**src/rtl/cpu_pkg.sv**
```systemverilog
// Shared definitions for the instruction sequencer: opcodes, ALU controls,
// sequencer states and instruction field positions.
package cpu_pkg;

    // 4-bit opcode space; 0xB-0xE are unassigned and decode as NOP.
    typedef enum logic [3:0] {
        OP_AND  = 4'h0,
        OP_OR   = 4'h1,
        OP_ADD  = 4'h2,
        OP_SUB  = 4'h3,
        OP_ANDI = 4'h4,
        OP_ORI  = 4'h5,
        OP_ADDI = 4'h6,
        OP_SUBI = 4'h7,
        OP_BEQ  = 4'h8,
        OP_BNE  = 4'h9,
        OP_JMP  = 4'hA,
        OP_HALT = 4'hF
    } op_e;

    localparam logic [1:0] ALU_AND = 2'b00;
    localparam logic [1:0] ALU_OR  = 2'b01;
    localparam logic [1:0] ALU_ADD = 2'b10;
    localparam logic [1:0] ALU_SUB = 2'b11;

    typedef enum logic [1:0] {
        StIdle,
        StRun,
        StHalted
    } seq_state_e;

    // Instruction field positions (rs2 overlaps the low nibble of imm).
    localparam int unsigned OP_HI  = 19;
    localparam int unsigned OP_LO  = 16;
    localparam int unsigned RD_HI  = 15;
    localparam int unsigned RD_LO  = 12;
    localparam int unsigned RS1_HI = 11;
    localparam int unsigned RS1_LO = 8;
    localparam int unsigned IMM_HI = 7;
    localparam int unsigned IMM_LO = 0;
    localparam int unsigned RS2_HI = 3;
    localparam int unsigned RS2_LO = 0;

endpackage

```
**src/rtl/instr_decoder.sv**
```systemverilog
// Purely combinational instruction decoder: register fields, immediate,
// ALU controls, raw write enable and control-flow flags.
module instr_decoder
    import cpu_pkg::*;
(
    input  logic [19:0] i_instr,
    output logic [3:0]  o_ra1,
    output logic [3:0]  o_ra2,
    output logic [3:0]  o_wa,
    output logic [7:0]  o_imm,
    output logic        o_alu_src,
    output logic [1:0]  o_alu_control,
    output logic        o_write_enable,
    output logic        o_is_branch,
    output logic        o_branch_on_zero,
    output logic        o_is_jump,
    output logic        o_is_halt
);

    logic [3:0] w_op;

    assign w_op  = i_instr[OP_HI:OP_LO];
    assign o_ra1 = i_instr[RS1_HI:RS1_LO];
    assign o_ra2 = i_instr[RS2_HI:RS2_LO];
    assign o_wa  = i_instr[RD_HI:RD_LO];
    assign o_imm = i_instr[IMM_HI:IMM_LO];

    // Opcode decode; anything unlisted behaves as a NOP.
    always_comb begin
        o_alu_src        = 1'b0;
        o_alu_control    = ALU_AND;
        o_write_enable   = 1'b0;
        o_is_branch      = 1'b0;
        o_branch_on_zero = 1'b0;
        o_is_jump        = 1'b0;
        o_is_halt        = 1'b0;
        case (w_op)
            OP_AND:  begin o_alu_control = ALU_AND; o_write_enable = 1'b1; end
            OP_OR:   begin o_alu_control = ALU_OR;  o_write_enable = 1'b1; end
            OP_ADD:  begin o_alu_control = ALU_ADD; o_write_enable = 1'b1; end
            OP_SUB:  begin o_alu_control = ALU_SUB; o_write_enable = 1'b1; end
            OP_ANDI: begin
                o_alu_control  = ALU_AND;
                o_alu_src      = 1'b1;
                o_write_enable = 1'b1;
            end
            OP_ORI: begin
                o_alu_control  = ALU_OR;
                o_alu_src      = 1'b1;
                o_write_enable = 1'b1;
            end
            OP_ADDI: begin
                o_alu_control  = ALU_ADD;
                o_alu_src      = 1'b1;
                o_write_enable = 1'b1;
            end
            OP_SUBI: begin
                o_alu_control  = ALU_SUB;
                o_alu_src      = 1'b1;
                o_write_enable = 1'b1;
            end
            OP_BEQ: begin
                // Compare by subtraction; datapath raises Zero on equality.
                o_alu_control    = ALU_SUB;
                o_is_branch      = 1'b1;
                o_branch_on_zero = 1'b1;
            end
            OP_BNE: begin
                o_alu_control = ALU_SUB;
                o_is_branch   = 1'b1;
            end
            OP_JMP:  o_is_jump = 1'b1;
            OP_HALT: o_is_halt = 1'b1;
            default: ;
        endcase
    end

endmodule

```
**src/rtl/instr_sequencer.sv**
```systemverilog
// Fetch/decode/sequencing stage: program counter, run/halt FSM and a
// saturating retired-instruction counter around a combinational decoder.
module instr_sequencer
    import cpu_pkg::*;
#(
    parameter int unsigned PC_W  = 8,
    parameter int unsigned CNT_W = 16
) (
    input  logic             clk,
    input  logic             reset_n,
    input  logic             start,
    input  logic [19:0]      instr,
    input  logic             Zero,
    output logic [PC_W-1:0]  instr_addr,
    output logic [3:0]       RA1,
    output logic [3:0]       RA2,
    output logic [3:0]       WA,
    output logic [7:0]       immediate,
    output logic             ALUSrc,
    output logic [1:0]       ALUControl,
    output logic             write_enable,
    output logic             running,
    output logic             halted,
    output logic [CNT_W-1:0] retired
);

    seq_state_e       r_state;
    seq_state_e       w_state_next;
    logic [PC_W-1:0]  r_pc;
    logic [PC_W-1:0]  w_pc_next;
    logic [PC_W-1:0]  w_pc_inc;
    logic [PC_W-1:0]  w_target;
    logic [CNT_W-1:0] r_retired;
    logic [CNT_W-1:0] w_retired_next;

    logic       w_we_raw;
    logic       w_is_branch;
    logic       w_branch_on_zero;
    logic       w_is_jump;
    logic       w_is_halt;
    logic [7:0] w_imm;

    instr_decoder u_decoder (
        .i_instr          (instr),
        .o_ra1            (RA1),
        .o_ra2            (RA2),
        .o_wa             (WA),
        .o_imm            (w_imm),
        .o_alu_src        (ALUSrc),
        .o_alu_control    (ALUControl),
        .o_write_enable   (w_we_raw),
        .o_is_branch      (w_is_branch),
        .o_branch_on_zero (w_branch_on_zero),
        .o_is_jump        (w_is_jump),
        .o_is_halt        (w_is_halt)
    );

    assign immediate = w_imm;
    assign w_pc_inc  = r_pc + PC_W'(1);
    assign w_target  = PC_W'(w_imm);

    // Next-state logic for state, PC and retired counter.
    always_comb begin
        w_state_next   = r_state;
        w_pc_next      = r_pc;
        w_retired_next = r_retired;
        case (r_state)
            StIdle, StHalted: begin
                if (start) begin
                    w_state_next = StRun;
                    w_pc_next    = '0;
                end
            end
            StRun: begin
                if (start) begin
                    // Restart: the instruction in flight is dropped, not retired.
                    w_pc_next = '0;
                end else begin
                    if (r_retired != {CNT_W{1'b1}}) begin
                        w_retired_next = r_retired + CNT_W'(1);
                    end
                    if (w_is_halt) begin
                        w_state_next = StHalted;
                    end else if (w_is_jump) begin
                        w_pc_next = w_target;
                    end else if (w_is_branch && (Zero == w_branch_on_zero)) begin
                        w_pc_next = w_target;
                    end else begin
                        w_pc_next = w_pc_inc;
                    end
                end
            end
            default: w_state_next = StIdle;
        endcase
    end

    // State, PC and counter registers with asynchronous reset.
    always_ff @(posedge clk or negedge reset_n) begin
        if (!reset_n) begin
            r_state   <= StIdle;
            r_pc      <= '0;
            r_retired <= '0;
        end else begin
            r_state   <= w_state_next;
            r_pc      <= w_pc_next;
            r_retired <= w_retired_next;
        end
    end

    assign instr_addr   = r_pc;
    assign write_enable = w_we_raw && (r_state == StRun);
    assign running      = (r_state == StRun);
    assign halted       = (r_state == StHalted);
    assign retired      = r_retired;

endmodule

```
**config.mk**
```make
export PLATFORM = sky130hd
export DESIGN_NAME = instr_sequencer
export DESIGN_NICKNAME = d
export VERILOG_FILES = /design/src/rtl/cpu_pkg.sv /design/src/rtl/instr_decoder.sv /design/src/rtl/instr_sequencer.sv
export SDC_FILE = /design/constraint.sdc
export NUM_CORES = 1
export LEC_CHECK = 0
export CORE_MARGIN = 5
export CORE_UTILIZATION = 45
export CTS_CLUSTER_DIAMETER = 50
export DETAILED_ROUTE_END_ITERATION = 10
export DONT_BUFFER_PORTS = 1
export HOLD_SLACK_MARGIN = 0.12
export PLACE_DENSITY_LB_ADDON = 0.05
export SLEW_MARGIN = 20
export SYNTH_ARGS = -nofsm -noshare
export SYNTH_HDL_FRONTEND = slang
export SYNTH_SLANG_ARGS = --single-unit
```
**constraint.sdc**
```tcl
create_clock -name clk -period 2.5 [get_ports clk]
set_input_delay 0.625 -clock clk [delete_from_list [all_inputs] [get_ports clk]]
set_output_delay 0.625 -clock clk [all_outputs]
set_load 0.05 [all_outputs]
```
* Word-level counts from Yosys, hierarchy flattened
Index checks and enable logic that the tools add are counted.
** Word-level totals
- Flip-flop bits (word level) :: 26
- Bits of input ports :: 24
- Output and inout bits :: 50
- Word-level logic and storage cells :: 57
** Cells by class
- Add/subtract/negate cells :: 2
- Eq/ne operators :: 19
- Mux-type cells :: 17
- Bitwise operators :: 1
- Reductions and logical operators :: 15
** Operators by type and width (number)
- two-way mux 8 bit :: 5
- adder 16 x 1 -> 16 bit (second input constant) :: 1
- == test 4 x 3 -> 1 bit (second input constant) :: 4
- == test 4 bit (second input constant) :: 4
- inequality test 16 bit (second input constant) :: 1
- case mux 8 bit (2 select lines) :: 1
- AND reduction 3 bit :: 3
- adder 8 x 1 -> 8 bit (second input constant) :: 1
- == test 4 x 2 -> 1 bit (second input constant) :: 2
- OR reduction 2 bit :: 4
- OR reduction 4 bit :: 2
- OR reduction 8 bit :: 1
- two-way mux 1 bit :: 6
- two-way mux 2 bit :: 3
- case mux 2 bit (3 select lines) :: 1
- == test 4 x 1 -> 1 bit (second input constant) :: 1
- zero test 4 bit :: 1
- inequality test 2 bit (second input constant) :: 2
- case mux 2 bit (2 select lines) :: 1
- inequality test 3 bit (second input constant) :: 1
- == test 2 x 1 -> 1 bit (second input constant) :: 1
- == test 2 bit (second input constant) :: 1
- logical AND 1 bit :: 2
- zero test 2 bit :: 1
- 4 further kinds :: 4

* Depth between registers and ports, before layout
- Word-level depth :: 9
- Mapped depth :: 5
- Depth with buffers taken out :: 5

* Modules after synthesis
From an unflattened synthesis, not the netlist that was laid out.
** Unflattened totals
- Cell total of the unflattened synthesis :: 174
- Area, all modules :: 1664.1 sq um
** By module, submodules not included
- instr_sequencer :: instances 1, cells an instance 142, area each 1450.1 sq um, seq. area each 650.6 sq um
- instr_decoder :: instances 1, cells an instance 32, area each 214.0 sq um, seq. area each 0.0 sq um

* Least setup slack after synthesis
No wires, ideal clock.
- Path kind :: register to output
- Start :: register r_state[1]
- End :: output write_enable
- Arrival :: 1.997 ns
- Data required time :: 1.875 ns
- Slack :: -0.122 ns
- Cell stages (with the launch flop) :: 3
- Buffers on the path :: 0
- Path through :: dfrtp_1 -> nor2b_1 -> nor2b_1
** Between the ends
- Cells in the longest elaborated chain, start to end :: 2
** RTL lines
- start, declared :: line instr_sequencer.sv:27 : seq_state_e r_state;
- start signal, assigned :: line instr_sequencer.sv:100 : r_state <= StIdle;
- start signal, assigned :: line instr_sequencer.sv:104 : r_state <= w_state_next;
- == test 2 x 1 -> 1 bit
- net running :: line instr_sequencer.sv:22 : output logic running,
- logical AND 1 bit :: line instr_sequencer.sv:111 : assign write_enable = w_we_raw && (r_state == StRun);
- end, declared :: line instr_sequencer.sv:21 : output logic write_enable,
The timed path passes the listed nets, and every way through them passes these cells.

* Worst setup path after layout
- Start :: register r_state[1]
- End :: output write_enable
** Between the ends
- Cells in the longest elaborated chain, start to end :: 2
** RTL lines (line)
- == test 2 x 1 -> 1 bit :: instr_sequencer.sv:111
- logical AND 1 bit :: instr_sequencer.sv:111
No other way between the ends.

==> results.yml <==
grt:
  grt_max_degree: 27
  antenna_found_initial: 0
  first_global_vias: 1233
  grt-ovfl-total: 0
  grt_pass1_wl_um: 6270
  grt_util_all_layers_pct: 15.3
worst_setup_path:
  critPathLaunch: "r_state[1]$_DFFE_PN0P_"
  worstPathArrival_ns: 1.41
  cp_max_fo: 5
  r2r_start: "retired[10]$_DFFE_PN0P_"
  crit_required_ns: 1.88
  crit_path_end_kind: "output pin"
  reg2reg_depth: 4
  crit_type: "reg2out"
  r2r_slack_ns: 0.59
  cp-start-kind: "register"
  crit_end: "write_enable"
  r2r_end: "retired[7]$_DFFE_PN0P_"
cells_and_area:
  final-seq-area_um2: 651
  multi_input_area_um2: 833
  final_common_cell: "dfrtp_1"
  layout_common_cells: "26 x dfrtp_1, 23 x buf_4, 12 x nand2_1"
  diodes: 0
  postLayoutCellArea_um2: 1830
  drive_gt1_share_pct: 24.4
  fill_cells: 350
  final_core_utilization_pct: 50.7
  layout.nets: 199
  area_growth_pct: 10.7
logic_synthesis:
  ys_ff_latch: 26
  netlist_instances: 164
  synth_edf_count: 0
  yosysWarnings: 0
  synth_cell_types: 43
  ys_seq_area_share_pct: 39.4
  synth_flop_cell: "dfrtp_1"
  synth_fp_nets: 190
  netlist_area_um2: 1650
  synth-async-reset-ratio_pct: 100
  syn_avg_cell_area_um2: 10.1
die:
  coreArea_um2: 3610
  die_area_um2: 4980
  row_count: 22
  die_y_um: 70.6
  num_io_pins: 74
  initial_core_util_pct: 45.8
  die_w_um: 70.6
route:
  routed_wl_um: 3700
  wire_per_inst_um: 16.8
  vias_per_cell: 5.72
  route.vias.total: 1259
  drt_pass1_iterations: 4
  drtIter0Drc: 83
  drc_errors: 0
  ant_nets: 0
timing:
  timing.final.crit_share_pct: 81.6
  max_freq_mhz: 490
  worst-slew-pin-transition_ns: 0.674
  fin_crit_ns: 2.04
  grt_setup_unrepaired: "no"
  setup_tns_ns: 0
  setup_violations: 0
  max_slew_margin_pct: 54.4
  hold_violations: 0
  fin_worst_skew_ns: 0.00713
  slew_violations: 0
  setup_slack_ns: 0.461
place:
  port_buffers: 0
  gp_congestion: 0.787
  place_area_um2: 1750
  place_ws_ns: 0.579
  hpwl_um: 2900
power:
  total_power_mw: 1.36
  switchingPower_uw: 576
  cellLeakagePower_nw: 0.851
  seq_power_share_pct: 38.9
  vdd_drop_max_mv: 0.468
  swShare_pct: 42.4
  power_density_nw_per_um2: 744
  p_int_uw: 783
  clock_power_share_pct: 20.5
  p_comb_share_pct: 40.7
clock_network:
  cts_buffers: 3
  clk_pin_slew_ns: 0.10
  clock_sinks: 26
  clock_latency_ns: 0.27
  clk_path_buf_depth: 2
  ctsHtreeMaxLevel: 1
  cts_root_buffer: "clkbuf_8"
  cts_tree: "yes"
  cts_setup_buffers: 0
min_path:
  min_path_type: "in2async"
status:
  status: "complete, no violations"
run:
  maxCapViolCount: 0
layout make-up:
type	count	area share, %
multi-input combinational	113	45.6
sequential	26	35.6
timing repair buffer	25	11.6
tap	48	3.29
clock buffer	4	3.01
inverter	4	0.822
worst min path at each step:
stage	start	to	slack, ns	cells after the start
finish	reset_n	retired[14]$_DFFE_PN0P_	0.15	1
global route	reset_n	retired[14]$_DFFE_PN0P_	0.15	1
detailed placement	reset_n	retired[14]$_DFFE_PN0P_	0.33	0
floorplan	reset_n	instr_addr[0]$_DFFE_PN0P_	0.33	0
CTS	reset_n	retired[14]$_DFFE_PN0P_	0.16	1
global placement	reset_n	retired[14]$_DFFE_PN0P_	0.33	0
layer usage:
layer  vias to the layer above  GRT usage, %  wire [µm]
met5                         -             0          0
met4                         0          4.59         41
met3                         4          5.68        394
met2                        59          23.7       1710
met1                       598          20.1       1560
li1                        598             -          -
cells in the mapped netlist, types with 3 or more instances:
cell       number  share of area (%)
o21ai_0         6                1.8
nand4_1         8                3.0
nor3_1          4                1.2
nor2_1          5                1.1
a32oi_1         3                1.6
nand2_1        12                2.7
buf_4          20                9.1
mux2i_1         5                3.0
nor2b_1         7                2.7
and3_1          6                2.3
nand3_1        10                3.0
inv_1           4               0.91
xnor2_1         8                4.2
o2bb2ai_1       3                1.6
xor2_1          5                2.7
dfrtp_1        26                 39
kinds of logic (layout without fill, tap and decap cells):
logic type,Yosys count,after routing,share of synthesized area (%)
simple gates,69,69,26.4
flops,26,26,39.4
buf+inv,25,33,10.2
compound gates,24,24,12.5
xor+xnor,13,13,6.90
mux,5,5,3.03
fa+ha+maj,2,2,1.52
stage by stage:
stage | hold WS (ns) | std cells
after CTS | 0.155 | 220
after global routing | 0.146 | 220
after global placement | 0.330 | 215
final | 0.152 | 220
after detailed placement | 0.330 | 215
after floorplan | 0.329 | 164
state kept, by name, indices dropped and copies added, names as in the netlist:
| signal | count |
|---|---|
| instr_addr | 8 |
| r_state | 2 |
| retired | 16 |
critical path: stages (launching register included):
cell	delay, ns
dfrtp_1	0.45
nor2b_1	0.13
buf_4	0.21
nor2b_2	0.21
buf_12	0.15
power by group through the flow:
stage | combinational (mW) | sequential, mW | clock [mW]
floorplan | 0.250 | 0.759 | 0
global placement | 0.539 | 0.532 | 0
detailed placement | 0.548 | 0.538 | 0
CTS | 0.562 | 0.529 | 0.285
global route | 0.594 | 0.534 | 0.309
finish | 0.553 | 0.528 | 0.278
repair_timing:
| item | CTS | global route |
|---|---|---|
| hold endpoints to repair | 26 | 0 |
| hold buffers | 1 | 0 |
| resized for setup | 0 | 0 |
No activity file was read; power rests on OpenSTA's default activity.
